### config.mk
export PLATFORM = sky130hd
export DESIGN_NAME = branch_history_predictor
export DESIGN_NICKNAME = d
export VERILOG_FILES = /design/src/rtl/bp_pkg.sv /design/src/rtl/sat_counter_bank.sv /design/src/rtl/branch_history_predictor.sv
export SDC_FILE = /design/constraint.sdc
export NUM_CORES = 1
export LEC_CHECK = 0
export CORE_UTILIZATION = 40
export CTS_CLUSTER_SIZE = 25
export DETAILED_ROUTE_END_ITERATION = 12
export SETUP_SLACK_MARGIN = 0.05
export SLEW_MARGIN = 10
export SYNTH_ARGS = -nofsm -noshare
export SYNTH_HDL_FRONTEND = slang
export SYNTH_HIERARCHICAL = 1
export SYNTH_SLANG_ARGS = --single-unit
### constraint.sdc
create_clock -name clk -period 3.1 [get_ports clk]
set_input_delay 0.62 -clock clk [delete_from_list [all_inputs] [get_ports clk]]
set_output_delay 0.62 -clock clk [all_outputs]
set_load 0.02 [all_outputs]
### src/rtl/bp_pkg.sv
// Shared definitions for the branch history predictor: default counter
// ceiling/reset values, saturating counter arithmetic and the table index hash.
package bp_pkg;

    localparam int CTR_W_DEFAULT = 2;
    localparam int CTR_MAX       = (1 << CTR_W_DEFAULT) - 1;
    localparam int CTR_INIT      = 0;

    // Increment that sticks at the ceiling instead of wrapping to zero.
    function automatic int unsigned sat_inc(input int unsigned val, input int unsigned max);
        return (val >= max) ? max : val + 1;
    endfunction

    // Decrement that sticks at zero instead of wrapping to the ceiling.
    function automatic int unsigned sat_dec(input int unsigned val);
        return (val == 0) ? 0 : val - 1;
    endfunction

    // Bimodal uses the PC slice alone; gshare folds the history into it.
    function automatic logic [31:0] idx_hash(input logic [31:0] base,
                                             input logic [31:0] hist,
                                             input logic        gshare);
        return gshare ? (base ^ hist) : base;
    endfunction

endpackage

### src/rtl/sat_counter_bank.sv
// Table of saturating counters with one combinational read port and one
// read-modify-write update port. The update direction is passed in, and the
// bank applies the saturating step itself.
module sat_counter_bank #(
    parameter int IDX_W     = 6,
    parameter int CTR_W     = 2,
    parameter int CTR_RESET = 0
) (
    input  logic             clk,
    input  logic             rst,
    input  logic [IDX_W-1:0] rd_idx,
    output logic [CTR_W-1:0] rd_ctr,
    input  logic             wr_en,
    input  logic [IDX_W-1:0] wr_idx,
    input  logic             wr_up
);
    import bp_pkg::*;

    localparam int DEPTH = 1 << IDX_W;
    localparam int unsigned LIMIT = (1 << CTR_W) - 1;

    logic [CTR_W-1:0] ctr [DEPTH];
    logic [CTR_W-1:0] wr_old;
    logic [CTR_W-1:0] wr_new;

    assign rd_ctr = ctr[rd_idx];

    // Next value of the entry being trained, saturating in either direction.
    always_comb begin
        wr_old = ctr[wr_idx];
        wr_new = wr_old;
        if (wr_up) begin
            wr_new = CTR_W'(sat_inc(32'(wr_old), LIMIT));
        end else begin
            wr_new = CTR_W'(sat_dec(32'(wr_old)));
        end
    end

    // Counter storage: reset every entry, otherwise write back the trained entry.
    always_ff @(posedge clk) begin
        if (rst) begin
            for (int i = 0; i < DEPTH; i++) begin
                ctr[i] <= CTR_W'(CTR_RESET);
            end
        end else if (wr_en) begin
            ctr[wr_idx] <= wr_new;
        end
    end

endmodule

### src/rtl/branch_history_predictor.sv
// Table-of-counters branch predictor. Fetch requests get a registered
// prediction one cycle later; resolved branches train the table. In gshare
// mode a global history register is shifted speculatively on each request
// and repaired from the caller-returned snapshot on a mispredict.
module branch_history_predictor #(
    parameter int PC_W     = 32,
    parameter int IDX_W    = 6,
    parameter int IDX_LSB  = 2,
    parameter int CTR_W    = 2,
    parameter int HIST_W   = 6,
    parameter int GSHARE   = 0,
    parameter int CTR_INIT = bp_pkg::CTR_INIT
) (
    input  logic              clk,
    input  logic              rst,
    input  logic              request,
    input  logic [PC_W-1:0]   req_pc,
    output logic              prediction,
    output logic              pred_valid,
    output logic [HIST_W-1:0] pred_ghr,
    input  logic              result,
    input  logic [PC_W-1:0]   res_pc,
    input  logic [HIST_W-1:0] res_ghr,
    input  logic              taken,
    input  logic              mispredict
);
    import bp_pkg::*;

    localparam logic USE_GSHARE = (GSHARE != 0);

    logic [HIST_W-1:0] ghr;
    logic [IDX_W-1:0]  req_base;
    logic [IDX_W-1:0]  res_base;
    logic [IDX_W-1:0]  req_idx;
    logic [IDX_W-1:0]  res_idx;
    logic [CTR_W-1:0]  rd_ctr;
    logic              pred_bit;
    logic              unused_inputs;

    assign req_base = req_pc[IDX_LSB+IDX_W-1:IDX_LSB];
    assign res_base = res_pc[IDX_LSB+IDX_W-1:IDX_LSB];
    assign req_idx  = IDX_W'(idx_hash(32'(req_base), 32'(ghr), USE_GSHARE));
    assign res_idx  = IDX_W'(idx_hash(32'(res_base), 32'(res_ghr), USE_GSHARE));
    assign pred_bit = rd_ctr[CTR_W-1];

    // Only the index slice of each PC matters; the rest is deliberately ignored.
    assign unused_inputs = ^{req_pc, res_pc, res_ghr, mispredict};

    sat_counter_bank #(
        .IDX_W     (IDX_W),
        .CTR_W     (CTR_W),
        .CTR_RESET (CTR_INIT)
    ) u_bank (
        .clk    (clk),
        .rst    (rst),
        .rd_idx (req_idx),
        .rd_ctr (rd_ctr),
        .wr_en  (result),
        .wr_idx (res_idx),
        .wr_up  (taken)
    );

    generate
        if (GSHARE != 0) begin : g_ghr
            // History register: mispredict repair beats the speculative shift.
            always_ff @(posedge clk) begin
                if (rst) begin
                    ghr <= '0;
                end else if (result && mispredict) begin
                    ghr <= HIST_W'({res_ghr, taken});
                end else if (request) begin
                    ghr <= HIST_W'({ghr, pred_bit});
                end
            end
        end else begin : g_no_ghr
            assign ghr = '0;
        end
    endgenerate

    // Output registers: the counter is read before any same-cycle update lands.
    always_ff @(posedge clk) begin
        if (rst) begin
            prediction <= 1'b0;
            pred_valid <= 1'b0;
            pred_ghr   <= '0;
        end else begin
            pred_valid <= request;
            if (request) begin
                prediction <= pred_bit;
                pred_ghr   <= ghr;
            end
        end
    end

endmodule

**Word-level counts from Yosys, hierarchy flattened**

Memories as Yosys holds them, arrays and structs flattened. A register that Yosys moved wholly into a read port is not among the register bits.
Cells that the tools add are included.

- Bits in registers: 1
- RAM bits: 128
- Input bits: 76
- Output and inout port bits: 8
- Word-level logic and storage cells: 18
- Memories kept: 1

Memories:

| name | words | bits a word | read ports | clocked after memory_dff | wr ports | line | RTL |
|---|---|---|---|---|---|---|---|
| u_bank.ctr | 64 | 2 | 2 | 1 | 64 | sat_counter_bank.sv:22 | `logic [CTR_W-1:0] ctr [DEPTH];` |

- $add $sub $neg: 2
- $lt $le $gt $ge: 1
- Multiplexer cells: 11
- Reduce and logical (&&, ||, !) cells: 2

Operators by type and width:

| cell | number |
|---|---|
| 2-bit 2-to-1 mux | 4 |
| 1-bit 2-to-1 mux | 6 |
| 6-bit 2-to-1 mux | 1 |
| 2-bit by 1-bit adder with 2-bit output (second input constant) | 1 |
| 2-bit >= comparator (second input constant) | 1 |
| 2-bit zero test | 1 |
| 2-bit OR reduction | 1 |
| 2-bit by 1-bit subtractor with 2-bit output (second input constant) | 1 |

**Logic depth before layout (Yosys ltp)**

- Depth in word-level cells: 5
- Mapped depth: 12
- Gate-level depth less buffers: 7

**Modules after synthesis**

Netlist, hierarchy kept.

By module, submodules not included:

| module | instances | cells each | area an instance (um^2) | seq. area each (um^2) |
|---|---|---|---|---|
| sat_counter_bank | 1 | 633 | 7681.1 | 3843.7 |
| branch_history_predictor | 1 | 12 | 108.9 | 40.0 |

**Worst setup path before layout**

No wires, ideal clock.

- Path kind: input -> register
- From: in res_pc[4]
- To: mem u_bank.ctr[42][1] (data pin)
- Setup time: 0.274 ns
- Arrival time: 2.543 ns
- Data required time: 2.826 ns
- Setup slack: 0.283 ns
- Stages on the path: 11
- Path buffers: 4
- Cell sequence: buf_2 buf_2 mux2_2 a22oi_1 o21ai_0 o2bb2ai_1 nor4_4 maj3_2 buf_6 buf_6 nor3_2

RTL lines:

| what | line | RTL |
|---|---|---|
| start: declaration | branch_history_predictor.sv:22 | `input logic [PC_W-1:0] res_pc,` |
| end: declaration | sat_counter_bank.sv:22 |  |

==> impl_metrics.tcl <==
set metrics [dict create \
    clock_path_buffers 2 \
    diodes 0 \
    multi_input_area_um2 3040 \
    dieWidth_um 137 \
    ctsHoldBuffers 0 \
    syn_inst 624 \
    first_iter_violations 586 \
    crit_slowest_cell "a221o_1" \
    fin_crit_ns 2.86 \
    start_util_pct 40.7 \
    cp.required_ns 3.27 \
    rsz0062_at_grt "false" \
    layout-drive-gt1-share_pct 26.0 \
    endpoint_kind "flip-flop" \
    grt_pass1_vias 5254 \
    final_cells 928 \
    syn_area_um2 7320 \
    wl_per_cell_um 21.3 \
    worst_pin_slew_ns 0.639 \
    post-cts-setup-buffers 0 \
    drt_pass1_iterations 6 \
    power_leakage_uw 0.00323 \
    crit_chain "dlygate4sd2_1 > buf_4 > clkinvlp_4 > a221o_1 > o2bb2ai_1 > a211oi_2 > and4_1 > maj3_2 > buf_4 > nor2_1" \
    antenna_found_initial 0 \
    setup_viol 0 \
    clk_pin_slew_ns 0.06 \
    route.detailed.drc 0 \
    grt_max_degree 64 \
    fill_cells 1577 \
    crit_buf_inv 4 \
    overflow 0 \
    nets 762 \
    critPathMaxFanout 16 \
    grt_pass1_wl_um 30100 \
    numPortBuffers 18 \
    internal-power_uw 3680 \
    period_share_pct 92.1 \
    cts.sinks 130 \
    clkLatencyLatePin_ns 0.42 \
    dp_hpwl_um 14200 \
    cp-start-kind "primary input" \
    ys_warn_count 6 \
    cp_top_family "buffers and inverters" \
    peakVddDrop_uv 375 \
    wirelength_um 19800 \
    area_growth_syn_to_layout_pct 19.7 \
    switchingPower_uw 1110 \
    pwr-share-comb_pct 13.1 \
    power.share.switching_pct 23.2 \
    path_common_cell "buf_4" \
    maxCapViolCount 0 \
    vias 5288 \
    cts_tree "built" \
    finalInstanceArea_um2 8760 \
    ant_nets 0 \
    slew_headroom_pct 57.2 \
    seqCellArea_um2 3880 \
    clock-root-buffer "clkbuf_16" \
    syn_avg_cell_area_um2 11.7 \
    core_um2 18000 \
    boundaryPins 84 \
    p_per_area_nw_per_um2 548 \
    cts_max_level 4 \
    maxSlewViolCount 0 \
    cp.arrival_ns 3.03 \
    max_stage_delay_ns 0.36 \
    power_frac_clock_pct 44.8 \
    timing_worst_setup_path_type "primary input to flip-flop" \
    p_seq_share_pct 42.1 \
    globalRouteTotalUtil_pct 22.5 \
    hold_viol 0 \
    dpl.cell_count 896 \
    min_path_type "flip-flop to flip-flop" \
    whs_ns 0.507 \
    die_area_um2 18800 \
    timing.fmax_mhz 350 \
    clock-skew-final_ns 0.0110 \
    viasPerCell 5.70 \
    numCtsBuffers 17 \
    dpl_cell_area_um2 8090 \
    rows 49 \
    reg2reg_slack_ns 0.59 \
    finish.utilization_pct 48.8 \
    gp_congestion 0.930 \
    die_h_um 137 \
    outcome "complete, no violations" \
]
[area by class of cell]
type / count / share of cell area (%)
clock buffers: 23 / 5.57
clock inverters: 9 / 1.74
inverters: 5 / 0.257
multi-input cells: 433 / 34.7
flip-flops and latches: 130 / 44.3
well taps: 229 / 3.27
repair buffers: 99 / 10.1
[worst paths after layout]
| check | from | end | depth (start not counted) |
|---|---|---|---|
| worst max-delay path | res_pc[2] | u_bank/ctr[55][1] | 10 |
| worst min register to register | prediction | prediction | 2 |
| worst min-delay path | prediction | prediction | 2 |
| worst max register to register | u_bank/ctr[21][1] | u_bank/ctr[10][0] | 8 |
[cell usage in the layout, fill, tap and decap left out, types with 3 or more instances in the layout]
master,count
mux2i_1,17
a21o_1,11
o2bb2ai_1,8
inv_1,4
nor2b_1,5
or2_2,3
and3b_1,3
buf_6,4
nor3_2,14
buf_4,69
o22ai_1,3
nor2_1,122
mux4_2,31
buf_2,3
a221oi_1,8
o221ai_1,4
nand2b_1,57
mux2_2,7
clkdlybuf4s50_1,14
a22oi_1,8
clkinvlp_4,4
clkbuf_8,4
a211oi_1,3
nand2_1,63
conb_1,6
and3_1,5
o21ai_0,6
nor3_1,10
edfxtp_1,128
buf_12,8
bufinv_16,4
nand3b_1,4
a21oi_1,6
clkbuf_16,17
[power by group through the flow]
| stage | sequential [uW] | clock, uW | combinational (uW) |
|---|---|---|---|
| 2_1_floorplan | 2040 | 0 | 433 |
| 3_3_place_gp | 2050 | 0 | 605 |
| 3_5_place_dp | 2060 | 0 | 614 |
| 4_1_cts | 2020 | 2180 | 624 |
| 5_1_grt | 2030 | 2250 | 666 |
| 6_report | 2020 | 2150 | 628 |
[through the flow]
stage | worst slack (ns) | setup TNS (ns) | power, uW
after floorplan | 0.283 | 0 | 2480
after global placement | -0.511 | -56.61 | 2660
after detailed placement | -0.543 | -57.11 | 2670
after CTS | 0.252 | 0 | 4820
after global routing | 0.123 | 0 | 4950
final | 0.245 | 0 | 4800
[flip-flops by register name (all words and copies together), names as in the netlist]
signal / flops
pred_valid: 1
prediction: 1
u_bank/ctr: 128
[worst register-to-register path: cells and delay by family (launching register included)]
family	cells	cell delay (ns)
flip-flops	1	0.39
multiplexers	1	0.29
AND/OR/NAND/NOR	2	0.35
AO/OA/AOI/OAI	3	0.67
adder cells (fa/ha/maj)	1	0.32
buffers and inverters	1	0.24
[metal layers]
metal	vias up	wire, um	global-route usage, %
met5	-	0	0
li1	2387	-	-
met3	30	1330	4.19
met1	2649	8270	29.5
met4	0	451	8.24
met2	222	9710	37.2
[what timing repair did]
| action | 4_1_cts | 5_1_grt |
|---|---|---|
| hold endpoints to repair | 0 | 0 |
| endpoints found under the setup margin | 128 | 0 |
| resized for setup | 10 | 0 |
Note: power is estimated with default switching activity, not from simulation.
